$ cat src/rtl/logic_gates_sweeper.sv
// Self-test sequencer for the ten-output two-input gate bank.
// Optional saturating mismatch counter: define LOGIC_GATES_SWEEP_ERRCNT_EN.
module logic_gates_sweeper #(
    parameter int HOLD_CYCLES = 1
) (
    input  logic        clk,
    input  logic        rst,
    input  logic        start,
    input  logic        abort,
    input  logic [9:0]  y,
    output logic        a,
    output logic        b,
    output logic        busy,
    output logic        done,
    output logic        pass,
    output logic [9:0]  fail_mask,
    output logic [39:0] truth_table,
    output logic [1:0]  vec_idx
`ifdef LOGIC_GATES_SWEEP_ERRCNT_EN
    ,
    output logic [7:0]  err_cnt
`endif
);

    typedef enum logic [1:0] {
        S_IDLE,
        S_DRIVE,
        S_SAMPLE,
        S_DONE
    } state_t;

    state_t      r_state;
    logic        r_a;
    logic        r_b;
    logic        r_busy;
    logic        r_done;
    logic        r_pass;
    logic [9:0]  r_fail_mask;
    logic [39:0] r_truth_table;
    logic [1:0]  r_vec_idx;
    logic [3:0]  r_hold_cnt;
`ifdef LOGIC_GATES_SWEEP_ERRCNT_EN
    logic [7:0]  r_err_cnt;
`endif

    logic [9:0]  w_golden;
    logic [9:0]  w_diff;
    logic [1:0]  w_next_vec;
    logic        w_hold_last;

    // Expected bank response, bit order AND, OR, XOR, NAND, NOR, XNOR, ~a, ~b, a, b.
    function automatic logic [9:0] golden(input logic [1:0] v);
        logic ga;
        logic gb;
        ga = v[1];
        gb = v[0];
        return {gb, ga, ~gb, ~ga, ~(ga ^ gb), ~(ga | gb), ~(ga & gb),
                ga ^ gb, ga | gb, ga & gb};
    endfunction

    assign w_golden    = golden(r_vec_idx);
    assign w_diff      = y ^ w_golden;
    assign w_next_vec  = r_vec_idx + 2'd1;
    assign w_hold_last = (r_hold_cnt == 4'(HOLD_CYCLES - 1));

    always_ff @(posedge clk or posedge rst) begin
        if (rst) begin
            r_state       <= S_IDLE;
            r_a           <= 1'b0;
            r_b           <= 1'b0;
            r_busy        <= 1'b0;
            r_done        <= 1'b0;
            r_pass        <= 1'b0;
            r_fail_mask   <= '0;
            r_truth_table <= '0;
            r_vec_idx     <= '0;
            r_hold_cnt    <= '0;
`ifdef LOGIC_GATES_SWEEP_ERRCNT_EN
            r_err_cnt     <= '0;
`endif
        end else begin
            case (r_state)
                S_IDLE: begin
                    r_a    <= 1'b0;
                    r_b    <= 1'b0;
                    r_done <= 1'b0;
                    if (start && !abort) begin
                        r_state       <= S_DRIVE;
                        r_busy        <= 1'b1;
                        r_vec_idx     <= '0;
                        r_hold_cnt    <= '0;
                        r_fail_mask   <= '0;
                        r_truth_table <= '0;
                        r_pass        <= 1'b0;
                    end
                end
                S_DRIVE: begin
                    r_done <= 1'b0;
                    if (abort) begin
                        r_state    <= S_IDLE;
                        r_busy     <= 1'b0;
                        r_a        <= 1'b0;
                        r_b        <= 1'b0;
                        r_vec_idx  <= '0;
                        r_hold_cnt <= '0;
                    end else begin
                        r_a        <= r_vec_idx[1];
                        r_b        <= r_vec_idx[0];
                        r_hold_cnt <= r_hold_cnt + 4'd1;
                        if (w_hold_last) begin
                            r_state <= S_SAMPLE;
                        end
                    end
                end
                S_SAMPLE: begin
                    // An aborted sample leaves truth_table and fail_mask untouched.
                    if (abort) begin
                        r_state    <= S_IDLE;
                        r_busy     <= 1'b0;
                        r_a        <= 1'b0;
                        r_b        <= 1'b0;
                        r_vec_idx  <= '0;
                        r_hold_cnt <= '0;
                    end else begin
                        r_truth_table[10*r_vec_idx +: 10] <= y;
                        r_fail_mask <= r_fail_mask | w_diff;
`ifdef LOGIC_GATES_SWEEP_ERRCNT_EN
                        if ((w_diff != '0) && (r_err_cnt != 8'hFF)) begin
                            r_err_cnt <= r_err_cnt + 8'd1;
                        end
`endif
                        if (r_vec_idx == 2'd3) begin
                            r_state <= S_DONE;
                            r_done  <= 1'b1;
                            r_pass  <= ((r_fail_mask | w_diff) == '0);
                        end else begin
                            r_state    <= S_DRIVE;
                            r_vec_idx  <= w_next_vec;
                            r_hold_cnt <= '0;
                            r_a        <= w_next_vec[1];
                            r_b        <= w_next_vec[0];
                        end
                    end
                end
                S_DONE: begin
                    r_state    <= S_IDLE;
                    r_busy     <= 1'b0;
                    r_done     <= 1'b0;
                    r_a        <= 1'b0;
                    r_b        <= 1'b0;
                    r_vec_idx  <= '0;
                    r_hold_cnt <= '0;
                end
                default: begin
                    r_state <= S_IDLE;
                    r_busy  <= 1'b0;
                    r_done  <= 1'b0;
                end
            endcase
        end
    end

    assign a           = r_a;
    assign b           = r_b;
    assign busy        = r_busy;
    assign done        = r_done;
    assign pass        = r_pass;
    assign fail_mask   = r_fail_mask;
    assign truth_table = r_truth_table;
    assign vec_idx     = r_vec_idx;
`ifdef LOGIC_GATES_SWEEP_ERRCNT_EN
    assign err_cnt     = r_err_cnt;
`endif

endmodule

$ cat config.mk
export PLATFORM = sky130hd
export DESIGN_NAME = logic_gates_sweeper
export DESIGN_NICKNAME = d
export VERILOG_FILES = /design/src/rtl/logic_gates_sweeper.sv
export SDC_FILE = /design/constraint.sdc
export NUM_CORES = 1
export LEC_CHECK = 0
export ABC_AREA = 0
export CORE_MARGIN = 2
export CORE_UTILIZATION = 60
export CTS_CLUSTER_SIZE = 8
export DETAILED_ROUTE_END_ITERATION = 10
export DONT_BUFFER_PORTS = 1
export PLACE_DENSITY = 0.72
export SLEW_MARGIN = 20
export SYNTH_ARGS = -nofsm -noshare
export SYNTH_HDL_FRONTEND = slang
export SYNTH_SLANG_ARGS = --single-unit
$ cat constraint.sdc
create_clock -name clk -period 6 [get_ports clk]
set_input_delay 1.5 -clock clk [delete_from_list [all_inputs] [get_ports clk]]
set_output_delay 1.5 -clock clk [all_outputs]
set_load 0.05 [all_outputs]
# Word-level counts from Yosys, hierarchy flattened

Cells that the tools add are included.

$add $sub $neg: 3
$mul: 1
Divide/modulo/power cells: 0
Magnitude comparators: 0
Equality and inequality tests: 11
Shift-type cells: 2
Muxes and demuxes: 41
Bitwise logic cells: 10
Reductions and logical operators: 16

Operator list:

| cell                                                                      | count |
|---|---|
| 40-bit two-way mux                                                        | 2 |
| 40-bit one-hot mux with 2 select lines                                    | 1 |
| 40-bit bitwise mux                                                        | 1 |
| 10-bit by 34-bit variable shift with 40-bit output (first input constant) | 1 |
| 10-bit by 34-bit variable part select with 40-bit output                  | 1 |
| 6-bit negation with 34-bit output                                         | 1 |
| 10-bit two-way mux                                                        | 2 |
| 10-bit one-hot mux with 2 select lines                                    | 1 |
| 2-bit two-way mux                                                         | 9 |
| 4-bit two-way mux                                                         | 4 |
| 2-bit one-hot mux with 4 select lines                                     | 2 |
| 4-bit one-hot mux with 4 select lines                                     | 1 |
| 1-bit two-way mux                                                         | 13 |
| 10-bit zero test                                                          | 1 |
| 10-bit OR                                                                 | 1 |
| 10-bit XOR                                                                | 1 |
| 1-bit one-hot mux with 3 select lines                                     | 3 |
| 2-bit != test (second input constant)                                     | 4 |
| 2-bit AND reduction                                                       | 4 |
| 2-bit equality test (second input constant)                               | 3 |
| 3-bit != test (second input constant)                                     | 2 |
| 3-bit AND reduction                                                       | 2 |
| 3-bit by 2-bit multiplier with 5-bit output (first input constant)        | 1 |
| 1-bit inverter                                                            | 5 |
| other kinds (16)                                                          | 18 |

Register bits: 63
Bits in latches: 0
Memory bits (writable): 0
Bits in read-only memories: 0
Bits of input ports: 14
Output and inout port bits: 57
Memories: 0

# Logic depth before layout (Yosys ltp)

Gate-level depths: netlist (run 1).

Depth in word-level cells: 8
Depth in mapped cells: 11
Mapped depth without buffers: 8

# Least setup slack after synthesis (run 1)

OpenSTA, ideal clock, no wires.

Path kind: register -> register
Start: register r_vec_idx[0], in the netlist vec_idx[0]
End: register r_pass, in the netlist pass
Data arrival time: 2.987 ns
Path slack: 2.930 ns
Cell stages (with the launch flop): 12
Path through: dfrtp_1 > buf_4 > inv_2 > ha_1 > buf_4 > buf_4 > inv_1 > ha_1 > or4b_2 > nor4_1 > nand4b_1 > o21ai_0

Cells in the longest elaborated chain, start to end: 8
Elaborated cells between the ends (all ways): 16

RTL lines:

| element                                 | RTL line | source |
|---|---|---|
| from (decl)                             | 40       | `logic [1:0] r_vec_idx;` |
| from (signal assigned)                  | 138      | `r_vec_idx <= w_next_vec;` |
| 1-bit AND, or another cell as far along | 57, 58   |  |
| 1-bit inverter                          | 57       | `return {gb, ga, ~gb, ~ga, ~(ga ^ gb), ~(ga \| gb), ~(ga & gb),` |
| 10-bit XOR                              | 62       | `assign w_diff = y ^ w_golden;` |
| 10-bit OR                               | 135      | `r_pass <= ((r_fail_mask \| w_diff) == '0);` |
| 10-bit zero test                        | 135      |  |
| 1-bit two-way mux                       | 132      | `if (r_vec_idx == 2'd3) begin` |
| 1-bit two-way mux                       | 117      | `if (abort) begin` |
| 1-bit one-hot mux with 2 select lines   | 82       | `case (r_state)` |
| to (signal assigned)                    | 135      |  |
| to (decl)                               | 37       | `logic r_pass;` |

Several ways; a longest one is shown, not always the timed one. The select of a mux whose other input is x is not followed.
A chain may end at the register's enable or synchronous reset.

# Worst setup path after layout (run 1)

Start: register r_vec_idx[1], in the netlist vec_idx[1]
End: register r_pass, in the netlist pass

The elaborated chain is that of the path after synthesis.

==> results.sh, run 1 <==
export IMPL_reg2reg_slack_ns=2.48
export IMPL_drtAntennaViolNets=0
export IMPL_grt_max_degree=44
export IMPL_rsz0062_at_grt="no"
export IMPL_p_per_area_nw_per_um2=411
export IMPL_cp_max_fo=24
export IMPL_grt_overflow_total=0
export IMPL_synth_top_area_share_pct=41.1
export IMPL_maxCapViolations=0
export IMPL_cts_buffer_depth=2
export IMPL_antenna_cells=0
export IMPL_finalSetupTns_ns=0
export IMPL_critPathSlowestCell="ha_1"
export IMPL_drive_above_1_share_pct=10.2
export IMPL_finClkSkew_ns=0.0109
export IMPL_layout_nets=416
export IMPL_track_usage_pct=31.3
export IMPL_placed_cell_area_um2=3830
export IMPL_grt_pass1_vias=3142
export IMPL_critPathRequiredTime_ns=6.27
export IMPL_insertion_delay_ns=0.36
export IMPL_irDropWorstVdd_mv=0.291
export IMPL_firstDrtPassIters=6
export IMPL_hold_buffers=0
export IMPL_io_pins=71
export IMPL_dr_total_vias=3274
export IMPL_fin_area_um2=4040
export IMPL_syn2layout_area_growth_pct=5.36
export IMPL_place_congestion=0.964
export IMPL_async_flop_share_pct=100
export IMPL_cts_buffers_inserted=9
export IMPL_antenna_found_initial=0
export IMPL_core_um2=6280
export IMPL_holdWs_ns=0.559
export IMPL_synth_edf_count=0
export IMPL_power_leakage_nw=1.73
export IMPL_synth_ff_type="dfrtp_1"
export IMPL_setup_worst_path_class="reg -> reg"
export IMPL_viasPerCell=6.97
export IMPL_drc=0
export IMPL_grt_pass1_wl_um=17200
export IMPL_critical_path_arrival_ns=3.79
export IMPL_dp_slack_ns=2.56
export IMPL_setup_slack_ns=2.48
export IMPL_die_w_um=83.9
export IMPL_post_cts_buffers=0
export IMPL_h_tree_depth=3
export IMPL_r2r_start="vec_idx[1]"
export IMPL_io_buffers=0
export IMPL_synth_area_leaders="dfrtp_1, ha_1, mux2i_1"
export IMPL_syn_area_um2=3830
export IMPL_rr_worst_depth=8
export IMPL_rows=29
export IMPL_cp_end_kind="flip-flop"
export IMPL_status="completed"
export IMPL_cpPeakStageDelay_ns=0.79
export IMPL_drtIter0Drc=292
export IMPL_clock_sinks=63
export IMPL_start_util_pct=61.0
export IMPL_crit_start="vec_idx[1]"
export IMPL_hold_depth=2
export IMPL_routed_wl_um=10800
export IMPL_yosysWarnings=0
export IMPL_cts_root_buf="clkbuf_8"
export IMPL_crit_end="pass"
export IMPL_maxSlewViolCount=0
export IMPL_finalCriticalPeriod_ns=3.52
export IMPL_crit_chain="inv_1, ha_1, inv_1, ha_1, or4b_2, nor4_1, nand4b_1, o21ai_0"
export IMPL_die_area_um2=7040
export IMPL_synth_top_cell_by_area="dfrtp_1"
export IMPL_syn_avg_cell_area_um2=9.70
export IMPL_dpl_hpwl_um=7710
export IMPL_finalCritPeriodShare_pct=58.6
export IMPL_setup_viol=0
export IMPL_synthCells=395
export IMPL_cts_tree="done"
export IMPL_nFillCells=491
export IMPL_hold_violations=0
export IMPL_clk_pin_slew_ns=0.08
export IMPL_slew_headroom_pct=40.4
export IMPL_hold_class="reg -> reg"
export IMPL_ys_types=61
export IMPL_wl_per_cell_um=23.0
export IMPL_r2r_end="pass"
export IMPL_final_util_pct=64.3
export IMPL_worst_pin_slew_ns=0.894
export IMPL_yosys_register_bits=63
export IMPL_dieHeight_um=83.9
export IMPL_synth_net_count=423
export IMPL_yosysSeqAreaShare_pct=41.1
export IMPL_cp_start_kind="flip-flop"
export IMPL_fmax_mhz=284
export IMPL_postCtsResizedCells=0
[layer usage]
metal | GRT usage (%) | vias up | share of wire, %
li1 | - | 1463 | -
met1 | 44.9 | 1604 | 45
met2 | 45.2 | 187 | 45
met3 | 9.89 | 20 | 9.1
met4 | 9.82 | 0 | 1.4
met5 | 0 | - | 0
[layout make-up]
class,count,area [um2],area share [%]
multi-input cells,290,2060,51.0
well taps,77,96.3,2.39
flip-flops and latches,63,1580,39.1
clock buffers,9,124,3.07
repair buffers,5,37.5,0.930
clock inverters,7,72.6,1.80
inverters,19,71.3,1.77
[sequential cells by signal, indices dropped and copies added (netlist names)]
signal       count
r_hold_cnt       4
a                1
fail_mask       10
vec_idx          2
pass             1
busy             1
b                1
done             1
truth_table     40
r_state          2
[synthesized netlist by cell type (3+ instances only)]
| master | n |
|---|---|
| buf_2 | 11 |
| xor2_1 | 4 |
| nor4_1 | 3 |
| dfrtp_1 | 63 |
| o211ai_1 | 7 |
| nand2b_1 | 21 |
| a32o_1 | 4 |
| a31oi_1 | 3 |
| nand4_1 | 8 |
| o221ai_1 | 3 |
| a221o_1 | 9 |
| clkinv_1 | 3 |
| nor4bb_1 | 3 |
| mux2i_1 | 16 |
| o22ai_1 | 11 |
| a21oi_1 | 13 |
| nand2_1 | 35 |
| a22o_1 | 17 |
| inv_1 | 15 |
| o21ai_0 | 15 |
| a211oi_1 | 4 |
| clkbuf_1 | 6 |
| buf_4 | 5 |
| nor3_1 | 4 |
| mux2_2 | 5 |
| a21o_1 | 3 |
| nor2b_1 | 3 |
| ha_1 | 14 |
| a32oi_1 | 4 |
| and3b_1 | 4 |
| o2bb2ai_1 | 8 |
| nand3_1 | 3 |
| nor2_1 | 28 |
[how the worst min path moves through the flow]
stage               start         end
4_1_cts        r_state[0]  r_state[0]
3_3_place_gp   r_state[1]  r_state[1]
3_5_place_dp   r_state[0]  r_state[0]
5_1_grt        r_state[0]  r_state[0]
6_report       r_state[0]  r_state[0]
2_1_floorplan  r_state[1]  r_state[1]
[cells by family after synthesis]
| family | synth area share, % |
|---|---|
| DFF | 41.1 |
| adders and majority gates | 4.57 |
| xor gates and xnor gates | 1.37 |
| muxes | 5.65 |
| buffers and inverters | 5.16 |
| and+or+nand+nor | 20.0 |
| AOI/OAI and AO/OA | 22.1 |
[cell usage in the layout (no fill, tap or decap), types with 4 or more instances in the layout]
| cell type | instances |
|---|---|
| nand2_1 | 35 |
| nand2b_1 | 21 |
| clkbuf_8 | 9 |
| o21ai_0 | 15 |
| nor2_1 | 28 |
| dfrtp_1 | 62 |
| nand4_1 | 8 |
| inv_1 | 14 |
| a221o_1 | 9 |
| ha_1 | 14 |
| and3b_1 | 4 |
| buf_4 | 4 |
| a211oi_1 | 4 |
| a21oi_1 | 13 |
| a22o_1 | 17 |
| mux2i_1 | 16 |
| xor2_1 | 4 |
| nor3_1 | 4 |
| a32oi_1 | 4 |
| o211ai_1 | 7 |
| mux2_2 | 5 |
| a32o_1 | 4 |
| o22ai_1 | 11 |
| o2bb2ai_1 | 8 |
[report_power, final]
| part | internal (W) | total (W) | switching, W |
|---|---|---|---|
| Combinational | 0.000185 | 0.000556 | 0.000371 |
| Clock | 0.000192 | 0.000374 | 0.000182 |
| Sequential | 0.000488 | 0.000729 | 0.000241 |
[critical path: cells and delay by family (launching register included)]
family / cells / cell delay [ns]
and+or+nand+nor: 3 / 0.95
adders and majority gates: 2 / 1.15
DFF: 1 / 0.66
AOI/OAI and AO/OA: 1 / 0.15
buffers and inverters: 2 / 0.53
[stage by stage]
stage | total power [W] | cells
2_1_floorplan | 0.00116 | 395
3_3_place_gp | 0.00127 | 453
3_5_place_dp | 0.00127 | 453
4_1_cts | 0.00165 | 469
5_1_grt | 0.00174 | 470
6_report | 0.00166 | 470
Power figures use the tool's default switching activity.
==> run 2, diff against run 1 <==
CORE_UTILIZATION = 58   (was 60)
clock period = 3.2 ns   (was 6 ns; I/O delays follow)
==> results.sh, run 2 (synthesis gave the netlist of run 1 again) <==
export IMPL_hold_buffers=0
export IMPL_largest_reg_flops=40
export IMPL_h_tree_depth=3
export IMPL_finClkSkew_ns=0.0176
export IMPL_postCtsResizedCells=0
export IMPL_antenna_found_initial=0
export IMPL_hold_depth=1
export IMPL_hold_violations=0
export IMPL_critical_path_arrival_ns=2.82
export IMPL_track_usage_pct=31.0
export IMPL_setup_viol=0
export IMPL_grt_overflow_total=0
export IMPL_reg2reg_slack_ns=0.69
export IMPL_crit_family="simple AND/OR/NAND/NOR gates"
export IMPL_fmax_mhz=398
export IMPL_drtAntennaViolNets=0
export IMPL_path_buf_inv=1
export IMPL_io_buffers=0
export IMPL_internal_power_w=0.00180
export IMPL_power_leakage_nw=1.79
export IMPL_dieHeight_um=85.3
export IMPL_holdCritStartpoint="abort"
export IMPL_hold_class="in -> reg"
export IMPL_cp_start_kind="flip-flop"
export IMPL_dp_cells=459
export IMPL_clk_pin_slew_ns=0.08
export IMPL_mostFrequentLayoutCells="dfrtp_1, nand2_1, nor2_1"
export IMPL_layout_commonest_cell="dfrtp_1"
export IMPL_clock_sinks=63
export IMPL_viasPerCell=6.91
export IMPL_routed_wl_um=10700
export IMPL_dr_total_vias=3280
export IMPL_irDropWorstVdd_mv=0.556
export IMPL_rr_worst_depth=6
export IMPL_post_cts_buffers=0
export IMPL_cp_max_fo=43
export IMPL_cts_tree="done"
export IMPL_critPathSlowestCell="nor4_2"
export IMPL_crit_chain="buf_4, ha_1, nand3_1, nor4_2, nor2b_1, a221o_1"
export IMPL_combPwrFrac_pct=31.8
export IMPL_rsz0062_at_grt="no"
export IMPL_r2r_start="vec_idx[0]"
export IMPL_core_um2=6390
export IMPL_drc=0
export IMPL_switching_share_pct=45.4
export IMPL_wl_per_cell_um=22.5
export IMPL_cts_buffer_depth=2
export IMPL_cts_buffers_inserted=9
export IMPL_final_cells=475
export IMPL_place_congestion=0.954
export IMPL_insertion_delay_ns=0.36
export IMPL_antenna_cells=0
export IMPL_die_w_um=85.3
export IMPL_p_clk_share_pct=26.8
export IMPL_grt_pass1_wl_um=17300
export IMPL_cp_end_kind="flip-flop"
export IMPL_die_area_um2=7270
export IMPL_io_pins=71
export IMPL_layout_nets=421
export IMPL_critPathRequiredTime_ns=3.50
export IMPL_slew_headroom_pct=39.9
export IMPL_setup_worst_path_class="reg -> reg"
export IMPL_finalCritPeriodShare_pct=78.6
export IMPL_p_per_area_nw_per_um2=798
export IMPL_cpPeakStageDelay_ns=0.58
export IMPL_worst_pin_slew_ns=0.897
export IMPL_finalCriticalPeriod_ns=2.51
export IMPL_grt_pass1_vias=3152
export IMPL_dpl_hpwl_um=7720
export IMPL_sequentialPowerShare_pct=41.4
export IMPL_drtIter0Drc=386
export IMPL_start_util_pct=60.0
export IMPL_whs_endpoint="b"
export IMPL_syn2layout_area_growth_pct=7.71
export IMPL_maxCapViolations=0
export IMPL_drive_above_1_share_pct=11.3
export IMPL_maxSlewViolCount=0
export IMPL_r2r_end="truth_table[38]"
export IMPL_rows=29
export IMPL_grt_max_degree=64
export IMPL_finalSetupTns_ns=0
export IMPL_firstDrtPassIters=5
export IMPL_switching_power_w=0.00150
export IMPL_cts_root_buf="clkbuf_8"
export IMPL_status="completed"
-- run 2: changes by cell type in the layout (fill, tap and decap cells not counted), sizes merged --
| cell | before | now |
|---|---|---|
| inv | 17 | 20 |
| bufinv | 1 | 3 |
| clkbuf | 10 | 9 |
| clkinvlp | 2 | 0 |
| buf | 4 | 10 |
| clkinv | 6 | 3 |
-- run 2: power by group through the flow --
stage	logic [W]	clock network, W	registers [W]
floorplan	0.000810	0	0.00136
detailed placement	0.00103	0	0.00138
global placement	0.00101	0	0.00138
finish	0.00105	0.000883	0.00136
CTS	0.00103	0.000887	0.00137
global route	0.00115	0.000924	0.00138
-- run 2: through the flow --
stage	cell area (um2)	utilization [%]	power, W	hold slack (ns)	setup slack, ns
4_1_cts	4130	64.6	0.00329	0.495	0.779
6_report	4130	64.6	0.00329	0.501	0.686
3_5_place_dp	3880	60.7	0.00241	0.541	0.793
2_1_floorplan	3830	-	0.00217	0.499	0.130
5_1_grt	4130	64.6	0.00345	0.503	0.576
3_3_place_gp	3880	60.7	0.00239	0.534	0.770
-- run 2: worst reg2reg max path, delay by kind of cell, from the launching register on --
family / cells / cell delay [ns]
flops: 1 / 0.37
fa+ha+maj: 1 / 0.44
simple gates: 3 / 1.01
buf+inv: 1 / 0.48
compound gates: 1 / 0.16
-- run 2: layout make-up --
class | count | area, um2
multi-input combinational | 290 | 2060
fill | 548 | 2260
timing repair buffer | 10 | 75.1
tap | 77 | 96.3
inverter | 19 | 71.3
clock inverter | 7 | 125
clock buffer | 9 | 124
sequential | 63 | 1580
-- run 2: layer usage --
layer	vias up	wire [um]	track usage (%)
met4	0	311	14.4
met3	27	931	6.61
met5	-	0	0
li1	1475	-	-
met2	177	4810	43.7
met1	1601	4640	45.4
-- run 2: worst max-delay path by stage --
stage	start	end	cells past startpoint	slack, ns
final	vec_idx[0]	truth_table[38]	6	0.69
after global routing	vec_idx[0]	pass	8	0.58
after CTS	vec_idx[0]	pass	8	0.78
after detailed placement	vec_idx[0]	pass	8	0.79
after global placement	vec_idx[0]	truth_table[38]	6	0.77
after floorplan	vec_idx[0]	pass	11	0.13
==> run 3, diff against run 2 <==
CORE_UTILIZATION = 60   (was 58)
clock period = 2.65 ns   (was 3.2 ns; I/O delays follow)
==> results.sh, run 3 (synthesis gave the netlist of run 1 again) <==
export IMPL_status="completed"
export IMPL_r2r_end="truth_table[28]"
export IMPL_crit_chain="inv_1, ha_1, buf_4, nor4bb_1, a211oi_1, buf_4, a21oi_1, a22o_1"
export IMPL_track_usage_pct=32.9
export IMPL_crit_end="truth_table[28]"
export IMPL_io_pins=71
export IMPL_start_util_pct=61.0
export IMPL_p_clk_share_pct=20.0
export IMPL_fmax_mhz=429
export IMPL_cts_root_buf="clkbuf_8"
export IMPL_antenna_cells=0
export IMPL_drive_above_1_share_pct=13.2
export IMPL_maxCapViolations=0
export IMPL_routed_wl_um=11000
export IMPL_rsz0062_at_grt="no"
export IMPL_rr_worst_depth=8
export IMPL_wl_per_cell_um=22.9
export IMPL_slew_headroom_pct=49.8
export IMPL_io_buffers=0
export IMPL_reg2reg_slack_ns=0.32
export IMPL_drtIter0Drc=318
export IMPL_die_area_um2=7040
export IMPL_cts_tree="done"
export IMPL_sequentialPowerShare_pct=44.6
export IMPL_syn2layout_area_growth_pct=7.71
export IMPL_irDropWorstVdd_mv=0.739
export IMPL_h_tree_depth=3
export IMPL_cpMostUsedCell="buf_4"
export IMPL_cp_max_fo=18
export IMPL_internal_power_w=0.00190
export IMPL_rows=29
export IMPL_firstDrtPassIters=5
export IMPL_switching_power_w=0.00179
export IMPL_hold_class="in -> async"
export IMPL_finalSetupTns_ns=0
export IMPL_r2r_start="vec_idx[1]"
export IMPL_clk_pin_slew_ns=0.07
export IMPL_hold_violations=0
export IMPL_worst_pin_slew_ns=0.750
export IMPL_crit_start="vec_idx[1]"
export IMPL_combPwrFrac_pct=35.3
export IMPL_setup_viol=0
export IMPL_dr_total_vias=3300
export IMPL_holdWs_ns=0.114
export IMPL_critPathSlowestCell="dfrtp_2"
export IMPL_cpPeakStageDelay_ns=0.45
export IMPL_finalCriticalPeriod_ns=2.33
export IMPL_cp_start_kind="flip-flop"
export IMPL_insertion_delay_ns=0.35
export IMPL_antenna_found_initial=0
export IMPL_dieHeight_um=83.9
export IMPL_hold_buffers=0
export IMPL_cp_end_kind="flip-flop"
export IMPL_p_per_area_nw_per_um2=895
export IMPL_grt_pass1_wl_um=17900
export IMPL_setup_worst_path_class="reg -> reg"
export IMPL_finClkSkew_ns=0.00899
export IMPL_clock_sinks=63
export IMPL_layout_nets=425
export IMPL_dpl_hpwl_um=8000
export IMPL_grt_pass1_vias=3326
export IMPL_cts_buffers_inserted=9
export IMPL_place_congestion=0.928
export IMPL_core_um2=6280
export IMPL_drtAntennaViolNets=0
export IMPL_grt_max_degree=32
export IMPL_post_cts_buffers=0
export IMPL_critPathRequiredTime_ns=2.89
export IMPL_nFillCells=505
export IMPL_cts_buffer_depth=2
export IMPL_layout_commonest_cell="dfrtp_1"
export IMPL_switching_share_pct=48.5
export IMPL_die_w_um=83.9
export IMPL_critical_path_arrival_ns=2.57
export IMPL_finalCritPeriodShare_pct=88.0
export IMPL_drc=0
export IMPL_grt_overflow_total=0
export IMPL_largest_reg_flops=40
export IMPL_mostFrequentLayoutCells="dfrtp_1, nand2_1, nor2_1"
export IMPL_power_leakage_nw=1.77
export IMPL_postCtsResizedCells=0
export IMPL_viasPerCell=6.89
export IMPL_maxSlewViolCount=0
==> run 3: changes by cell type in the layout (fill, tap and decap cells not counted), moves of 2 or more <==
cell	before	now
ha_1	14	12
clkinv_4	0	2
inv_6	4	1
bufinv_16	3	0
buf_4	10	13
clkinv_2	0	3
ha_4	0	2
==> run 3: worst max-delay path, delay by kind of cell (launching register included) <==
kind | cells | cell delay (ns)
compound gates | 3 | 0.68
buf+inv | 3 | 0.62
flops | 1 | 0.45
fa+ha+maj | 1 | 0.34
simple gates | 1 | 0.14
==> run 3: layout make-up <==
type,instances,area [um2],share of cell area (%)
clock buffer,9,124,3.00
tap,77,96.3,2.33
sequential,63,1580,38.3
clock inverter,7,48.8,1.18
inverter,19,78.8,1.91
timing repair buffer,14,118,2.85
multi-input combinational,290,2080,50.5
==> run 3: worst min path at each step <==
stage | from | end | slack [ns] | cells after the start
after floorplan | r_state[1] | r_state[1] | 0.50 | 2
after global placement | rst | truth_table[34] | 0.49 | 1
after detailed placement | rst | truth_table[5] | 0.49 | 1
after CTS | rst | truth_table[38] | 0.1 | 1
after global routing | rst | truth_table[36] | 0.11 | 1
final | rst | truth_table[6] | 0.11 | 1
==> run 3: metal layers <==
layer	vias to the layer above	share of wire, %	global-route usage (%)
met2	168	44	47.2
met3	28	8.9	11.6
li1	1479	-	-
met5	-	0	0
met1	1625	44	45.9
met4	0	2.8	12.5
==> run 3: power groups by stage <==
| stage | Combinational [W] | Clock (W) | Sequential, W |
|---|---|---|---|
| 6_report | 0.00131 | 0.000739 | 0.00165 |
| 5_1_grt | 0.00144 | 0.000793 | 0.00167 |
| 4_1_cts | 0.00128 | 0.000756 | 0.00165 |
| 3_5_place_dp | 0.00127 | 0 | 0.00167 |
| 3_3_place_gp | 0.00126 | 0 | 0.00166 |
| 2_1_floorplan | 0.00101 | 0 | 0.00165 |
==> run 3: stage by stage <==
stage | util (%) | worst slack (ns) | instances | area [um2] | total power (W)
detailed placement | 63.0 | 0.303 | 463 | 3950 | 0.00294
floorplan | - | 0.00226 | 395 | 3880 | 0.00266
global route | 65.7 | 0.161 | 479 | 4130 | 0.00391
global placement | 63.0 | 0.410 | 463 | 3950 | 0.00292
CTS | 65.7 | 0.311 | 479 | 4130 | 0.00369
finish | 65.7 | 0.317 | 479 | 4130 | 0.00369
